`config.mk`:
```
export PLATFORM = sky130hd
export DESIGN_NAME = instruction_fetch_stage_flat
export DESIGN_NICKNAME = d
export VERILOG_FILES = /design/src/rtl/instruction_fetch_stage_if.sv /design/src/rtl/instruction_fetch_stage.sv /design/src/flat_wrapper.sv
export SDC_FILE = /design/constraint.sdc
export NUM_CORES = 1
export LEC_CHECK = 0
export BUFFER_PORTS_ARGS = -buffer_cell sky130_fd_sc_hd__buf_2
export CAP_MARGIN = 30
export CORE_UTILIZATION = 40
export CTS_BUF_LIST = sky130_fd_sc_hd__clkbuf_2 sky130_fd_sc_hd__clkbuf_4 sky130_fd_sc_hd__clkbuf_8
export CTS_CLUSTER_SIZE = 40
export DETAILED_ROUTE_END_ITERATION = 10
export PLACE_DENSITY = 0.68
export SLEW_MARGIN = 20
export SYNTH_ARGS = -nofsm -noshare
export SYNTH_HDL_FRONTEND = slang
export SYNTH_SLANG_ARGS = --single-unit
```
`constraint.sdc`:
```
create_clock -name CLK -period 2.6 [get_ports CLK]
set_clock_uncertainty 0.15 [all_clocks]
set_input_delay 0 -clock CLK [delete_from_list [all_inputs] [get_ports CLK]]
set_output_delay 0 -clock CLK [all_outputs]
set_load 0.1 [all_outputs]
```
`src/rtl/instruction_fetch_stage_if.sv`:
```
// Fetch-stage bus: instruction memory port, branch redirect, and IF/ID handshake to decode.
interface instruction_fetch_stage_if;
  logic [63:0] imem_addr;
  logic [31:0] imem_data;
  logic        redirect_valid;
  logic [63:0] redirect_target;
  logic        id_ready;
  logic        if_valid;
  logic [31:0] if_instr;
  logic [63:0] if_pc;

  modport master (
    output imem_addr, if_valid, if_instr, if_pc,
    input  imem_data, redirect_valid, redirect_target, id_ready
  );

  modport slave (
    input  imem_addr, if_valid, if_instr, if_pc,
    output imem_data, redirect_valid, redirect_target, id_ready
  );
endinterface

```
`src/rtl/instruction_fetch_stage.sv`:
```
// LEGv8 fetch stage: owns the PC, drives instruction memory, fills the IF/ID register
// and hands it to decode over valid/ready; redirects squash the slot and reload the PC.
module instruction_fetch_stage #(
  parameter logic [63:0] RESET_PC  = 64'h0,
  parameter logic [63:0] MEM_BYTES = 64'd40,
  parameter int          CNT_W     = 32
) (
  input  logic                  CLK,
  input  logic                  Reset_n,
  instruction_fetch_stage_if.master fif,
  output logic                  halted,
  output logic                  misalign_fault,
  output logic [CNT_W-1:0]      fetch_count
);

  typedef struct packed {
    logic [31:0] instr;
    logic [63:0] pc;
  } ifid_t;

  logic [63:0] pc;
  ifid_t       ifid;
  logic        ifid_vld;
  logic        fire;

  assign halted        = (pc >= MEM_BYTES);
  // Slot is free, or its occupant leaves this cycle, so a new capture can land.
  assign fire          = !halted && (!ifid_vld || fif.id_ready);

  assign fif.imem_addr = pc;
  assign fif.if_valid  = ifid_vld;
  assign fif.if_instr  = ifid.instr;
  assign fif.if_pc     = ifid.pc;

  always_ff @(posedge CLK or negedge Reset_n) begin
    if (!Reset_n) begin
      pc             <= RESET_PC;
      ifid           <= '0;
      ifid_vld       <= 1'b0;
      misalign_fault <= 1'b0;
      fetch_count    <= '0;
    end else if (fif.redirect_valid) begin
      // Wrong-path instruction is dropped even if decode is stalled on it.
      pc             <= {fif.redirect_target[63:2], 2'b00};
      ifid_vld       <= 1'b0;
      misalign_fault <= misalign_fault | (fif.redirect_target[1:0] != 2'b00);
    end else if (fire) begin
      ifid.instr <= fif.imem_data;
      ifid.pc    <= pc;
      ifid_vld   <= 1'b1;
      pc         <= pc + 64'd4;
      if (fetch_count != '1)
        fetch_count <= fetch_count + CNT_W'(1);
    end else if (halted && fif.id_ready) begin
      ifid_vld <= 1'b0;
    end
  end

endmodule
```
`src/flat_wrapper.sv`:
```
// flat-port wrapper written by rule: the top's interface ports become plain ports
module instruction_fetch_stage_flat 
#(
  parameter logic [63:0] RESET_PC  = 64'h0,
  parameter logic [63:0] MEM_BYTES = 64'd40,
  parameter int          CNT_W     = 32
)
  (CLK, Reset_n, halted, misalign_fault, fetch_count, fif_imem_addr, fif_if_valid, fif_if_instr, fif_if_pc, fif_imem_data, fif_redirect_valid, fif_redirect_target, fif_id_ready);
  instruction_fetch_stage_if fif_i ();
  input  logic CLK;
  input  logic Reset_n;
  output logic halted;
  output logic misalign_fault;
  output logic [CNT_W-1:0] fetch_count;
  output wire logic [$bits(fif_i.imem_addr)-1:0] fif_imem_addr;
  output wire logic [$bits(fif_i.if_valid)-1:0] fif_if_valid;
  output wire logic [$bits(fif_i.if_instr)-1:0] fif_if_instr;
  output wire logic [$bits(fif_i.if_pc)-1:0] fif_if_pc;
  input wire logic [$bits(fif_i.imem_data)-1:0] fif_imem_data;
  input wire logic [$bits(fif_i.redirect_valid)-1:0] fif_redirect_valid;
  input wire logic [$bits(fif_i.redirect_target)-1:0] fif_redirect_target;
  input wire logic [$bits(fif_i.id_ready)-1:0] fif_id_ready;
  assign fif_imem_addr = fif_i.imem_addr;
  assign fif_if_valid = fif_i.if_valid;
  assign fif_if_instr = fif_i.if_instr;
  assign fif_if_pc = fif_i.if_pc;
  assign fif_i.imem_data = fif_imem_data;
  assign fif_i.redirect_valid = fif_redirect_valid;
  assign fif_i.redirect_target = fif_redirect_target;
  assign fif_i.id_ready = fif_id_ready;
  instruction_fetch_stage #(.RESET_PC(RESET_PC), .MEM_BYTES(MEM_BYTES), .CNT_W(CNT_W)) u_core (.CLK(CLK), .Reset_n(Reset_n), .fif(fif_i), .halted(halted), .misalign_fault(misalign_fault), .fetch_count(fetch_count));
endmodule
```
==> out/summary.txt <==
Max Freq -> 404 MHz
Distinct cells, synth -> 36
Global placement routability congestion -> 0.775
WP buf/inv -> 3
Lkg Pwr -> 0.00560 uW
CP endpoint kind -> flop
Port buffer count -> 290
Root Buffer -> clkbuf_8
Die Y -> 138 um
MaxCap Viol Count -> 0
Cell Area, Synth -> 7360 sq um
CTS Buf Count -> 17
Vias/cell -> 4.78
Clk buf depth -> 2
Ant diodes -> 0
Remaining DRCs -> 0
Most frequent cells after synthesis -> 190 x dfrtp_1, 95 x mux2_2, 61 x and2_1, 19 x nand2_1, 18 x xnor2_1
Pwr Density -> 594 nW/um^2
Hold WS -> 0.147 ns
Register area share after synthesis -> 0.646
Row Count -> 49
Initial drt markers -> 214
Status -> complete, no violations
Antenna-violating nets left -> 0
Initial antenna violation count -> 0
Syn Inst Count -> 524
DPL Wire Length -> 12,900 um
Final setup vio count -> 0
Ys Warns -> 0
Tcrit/Tclk final -> 0.952
Vias post-DR -> 5,625
Die area -> 19,000 sq um
Ys async rst share -> 1.00
Layout Nets -> 1,037
Crit path launch type -> flop
Number of synthesized flops with an enable pin -> 0
CTS sink cnt -> 190
Critical path type -> flop to flop
Synth top area share -> 0.646
CTS tree -> done
Hold Crit Class -> primary input to flop
Pre-Repair DR Iteration Count -> 4
Syn avg cell area -> 14.1 sq um
Pins Over Slew Limit -> 0
Total congestion overflow -> 0
TNS Setup -> 0 ns
Seq cells post-synth -> 190
Tmin final -> 2.47 ns
DR WL/cell -> 16.4 um
First-pass GRT wire length -> 30,000 um
Clk_lat worst skew -> 0.46 ns
Num ports -> 295
CTS clk-pin slew, worst paths -> 0.09 ns
Final core occ -> 0.592
Slowest-stage cell, CP -> dfrtp_4
Worst-Margin Slew -> 0.829 ns
Core area -> 18,000 sq um
Worst EP arrival -> 2.66 ns
Detailed Route WL -> 19,300 um
Area leader, netlist -> dfrtp_1
Top delay family on crit path -> simple AND/OR/NAND/NOR gates
Most numerous cell on the critical path -> buf_4
Critical-path cell list -> inv_2 > ha_1 > o31ai_4 > nand4_1 > nor3_4 > buf_4 > nand2_4 > buf_4 > mux2_2
Crit-path max cell delay -> 0.45 ns
Worst IR drop on VDD -> 409 uV
Max_slew headroom -> 0.447
DP Worst Slack -> -0.166 ns
Initial cell density of the core -> 0.409
Crit Path Max Fanout -> 11
Most area-consuming cells after synthesis -> dfrtp_1 65%, mux2_2 15%, and2_1 5.2%, xnor2_1 2.1%, xor2_1 1.7%
Largest net degree at the start of global routing -> 74
Die W -> 138 um
RSZ-0062 raised after global routing -> false
Synth-to-Final Area Change -> 45.0%
Final worst setup slack -> 0.125 ns
Pwr Total -> 6340 uW
Prevailing post-synth register cell -> dfrtp_1
Overall Global Routing Usage -> 0.210
Cell with the most instances after synthesis -> dfrtp_1
Vias in the first global route -> 5,770
Hold Vio Cnt, Final -> 0
H-tree depth -> 4
CP required -> 2.79 ns
Share of layout cells above drive strength 1 -> 0.526
## report_power, final
group,internal (uW),switching (uW),total (uW)
Sequential,3060,92.2,3150
Combinational,325,968,1290
Clock,799,1100,1900
Total,4180,2160,6340
## routing by layer
layer / wire (um) / up-vias / GRT usage / part of all wire
met5: 0 / - / 0 / 0
met4: 370 / 0 / 0.0739 / 0.019
met3: 1380 / 29 / 0.0648 / 0.071
met2: 9480 / 217 / 0.343 / 0.49
met1: 8070 / 2754 / 0.262 / 0.42
li1: - / 2625 / - / -
## cell usage in the layout (no fill, tap or decap), drive strengths merged, types with 2 or more instances in the layout
master | netlist | layout
and2 | 61 | 61
and3 | 5 | 5
and4 | 4 | 4
buf | 12 | 311
clkbuf | 12 | 19
clkinv | 0 | 3
clkinvlp | 0 | 4
conb | 1 | 4
dfrtp | 190 | 190
dlygate4sd3 | 0 | 100
ha | 3 | 3
inv | 4 | 10
mux2 | 95 | 95
nand2 | 20 | 20
nand2b | 2 | 2
nand3 | 14 | 14
nand4 | 17 | 17
nor2 | 11 | 11
nor3 | 14 | 14
nor4 | 15 | 15
o21ai | 5 | 5
xnor2 | 18 | 18
xor2 | 14 | 14
## layout make-up
class                           instances  area [sq um]
Inverter                                4          15.0
Sequential cell                       190          4810
Timing Repair Buffer                  412          2690
Fill cell                            1454          7350
Tap cell                              229           287
Multi-Input combinational cell        309          2490
Clock buffer                           18           248
Clock inverter                         14           130
## what timing repair did
item	4_1_cts	5_1_grt
hold buffers	100	0
buffers inserted	2	0
endpoints found under the setup margin	124	56
pin swaps	2	2
resized for setup	4	1
cloned	0	0
hold endpoints to repair	303	0
## logic make-up (layout without fill, tap and decap cells)
kind of cell	count (synthesis)	in the layout	share of synthesized area
flops	190	190	0.646
simple gates	166	166	0.136
mux	96	96	0.147
xor+xnor	32	32	0.0381
buf+inv	28	448	0.0214
compound gates	8	8	0.00612
fa+ha+maj	3	3	0.00510
other cells	1	4	0.000509
## worst reg2reg max path, stage by stage (launching register included)
cell     delay, ns
dfrtp_4       0.45
inv_2         0.06
ha_1          0.22
o31ai_4       0.28
nand4_1       0.19
nor3_4        0.20
buf_4         0.19
nand2_4       0.12
buf_4         0.22
mux2_2        0.29
## state kept, by name, indices dropped and copies added, names as in the netlist
name,count
u_core.fif.if_pc,62
u_core.fetch_count,32
u_core.fif.if_valid,1
u_core.fif.imem_addr,62
u_core.fif.if_instr,32
u_core.misalign_fault,1
## through the flow
step	cell area, sq um	instances
2_1_floorplan	7430	527
3_3_place_gp	9250	1042
3_5_place_dp	9250	1042
4_1_cts	10700	1176
5_1_grt	10700	1176
6_report	10700	1176
## final timing paths
| check | from | to | slack [ns] | depth (start not counted) |
|---|---|---|---|---|
| hold reg to reg | u_core.misalign_fault | u_core.misalign_fault | 0.33 | 1 |
| max in group asynchronous | Reset_n | u_core.fif.imem_addr[29] | 1.07 | 4 |
| min in group asynchronous | Reset_n | u_core.fif.if_instr[6] | 0.49 | 3 |
| setup reg to reg | u_core.fif.imem_addr[2] | u_core.fif.if_instr[16] | 0.13 | 9 |
| setup / recovery | u_core.fif.imem_addr[2] | u_core.fif.if_instr[16] | 0.13 | 9 |
| hold / removal | fif_redirect_target[27] | u_core.fif.imem_addr[27] | 0.15 | 3 |
Power figures use the tool's default switching activity.
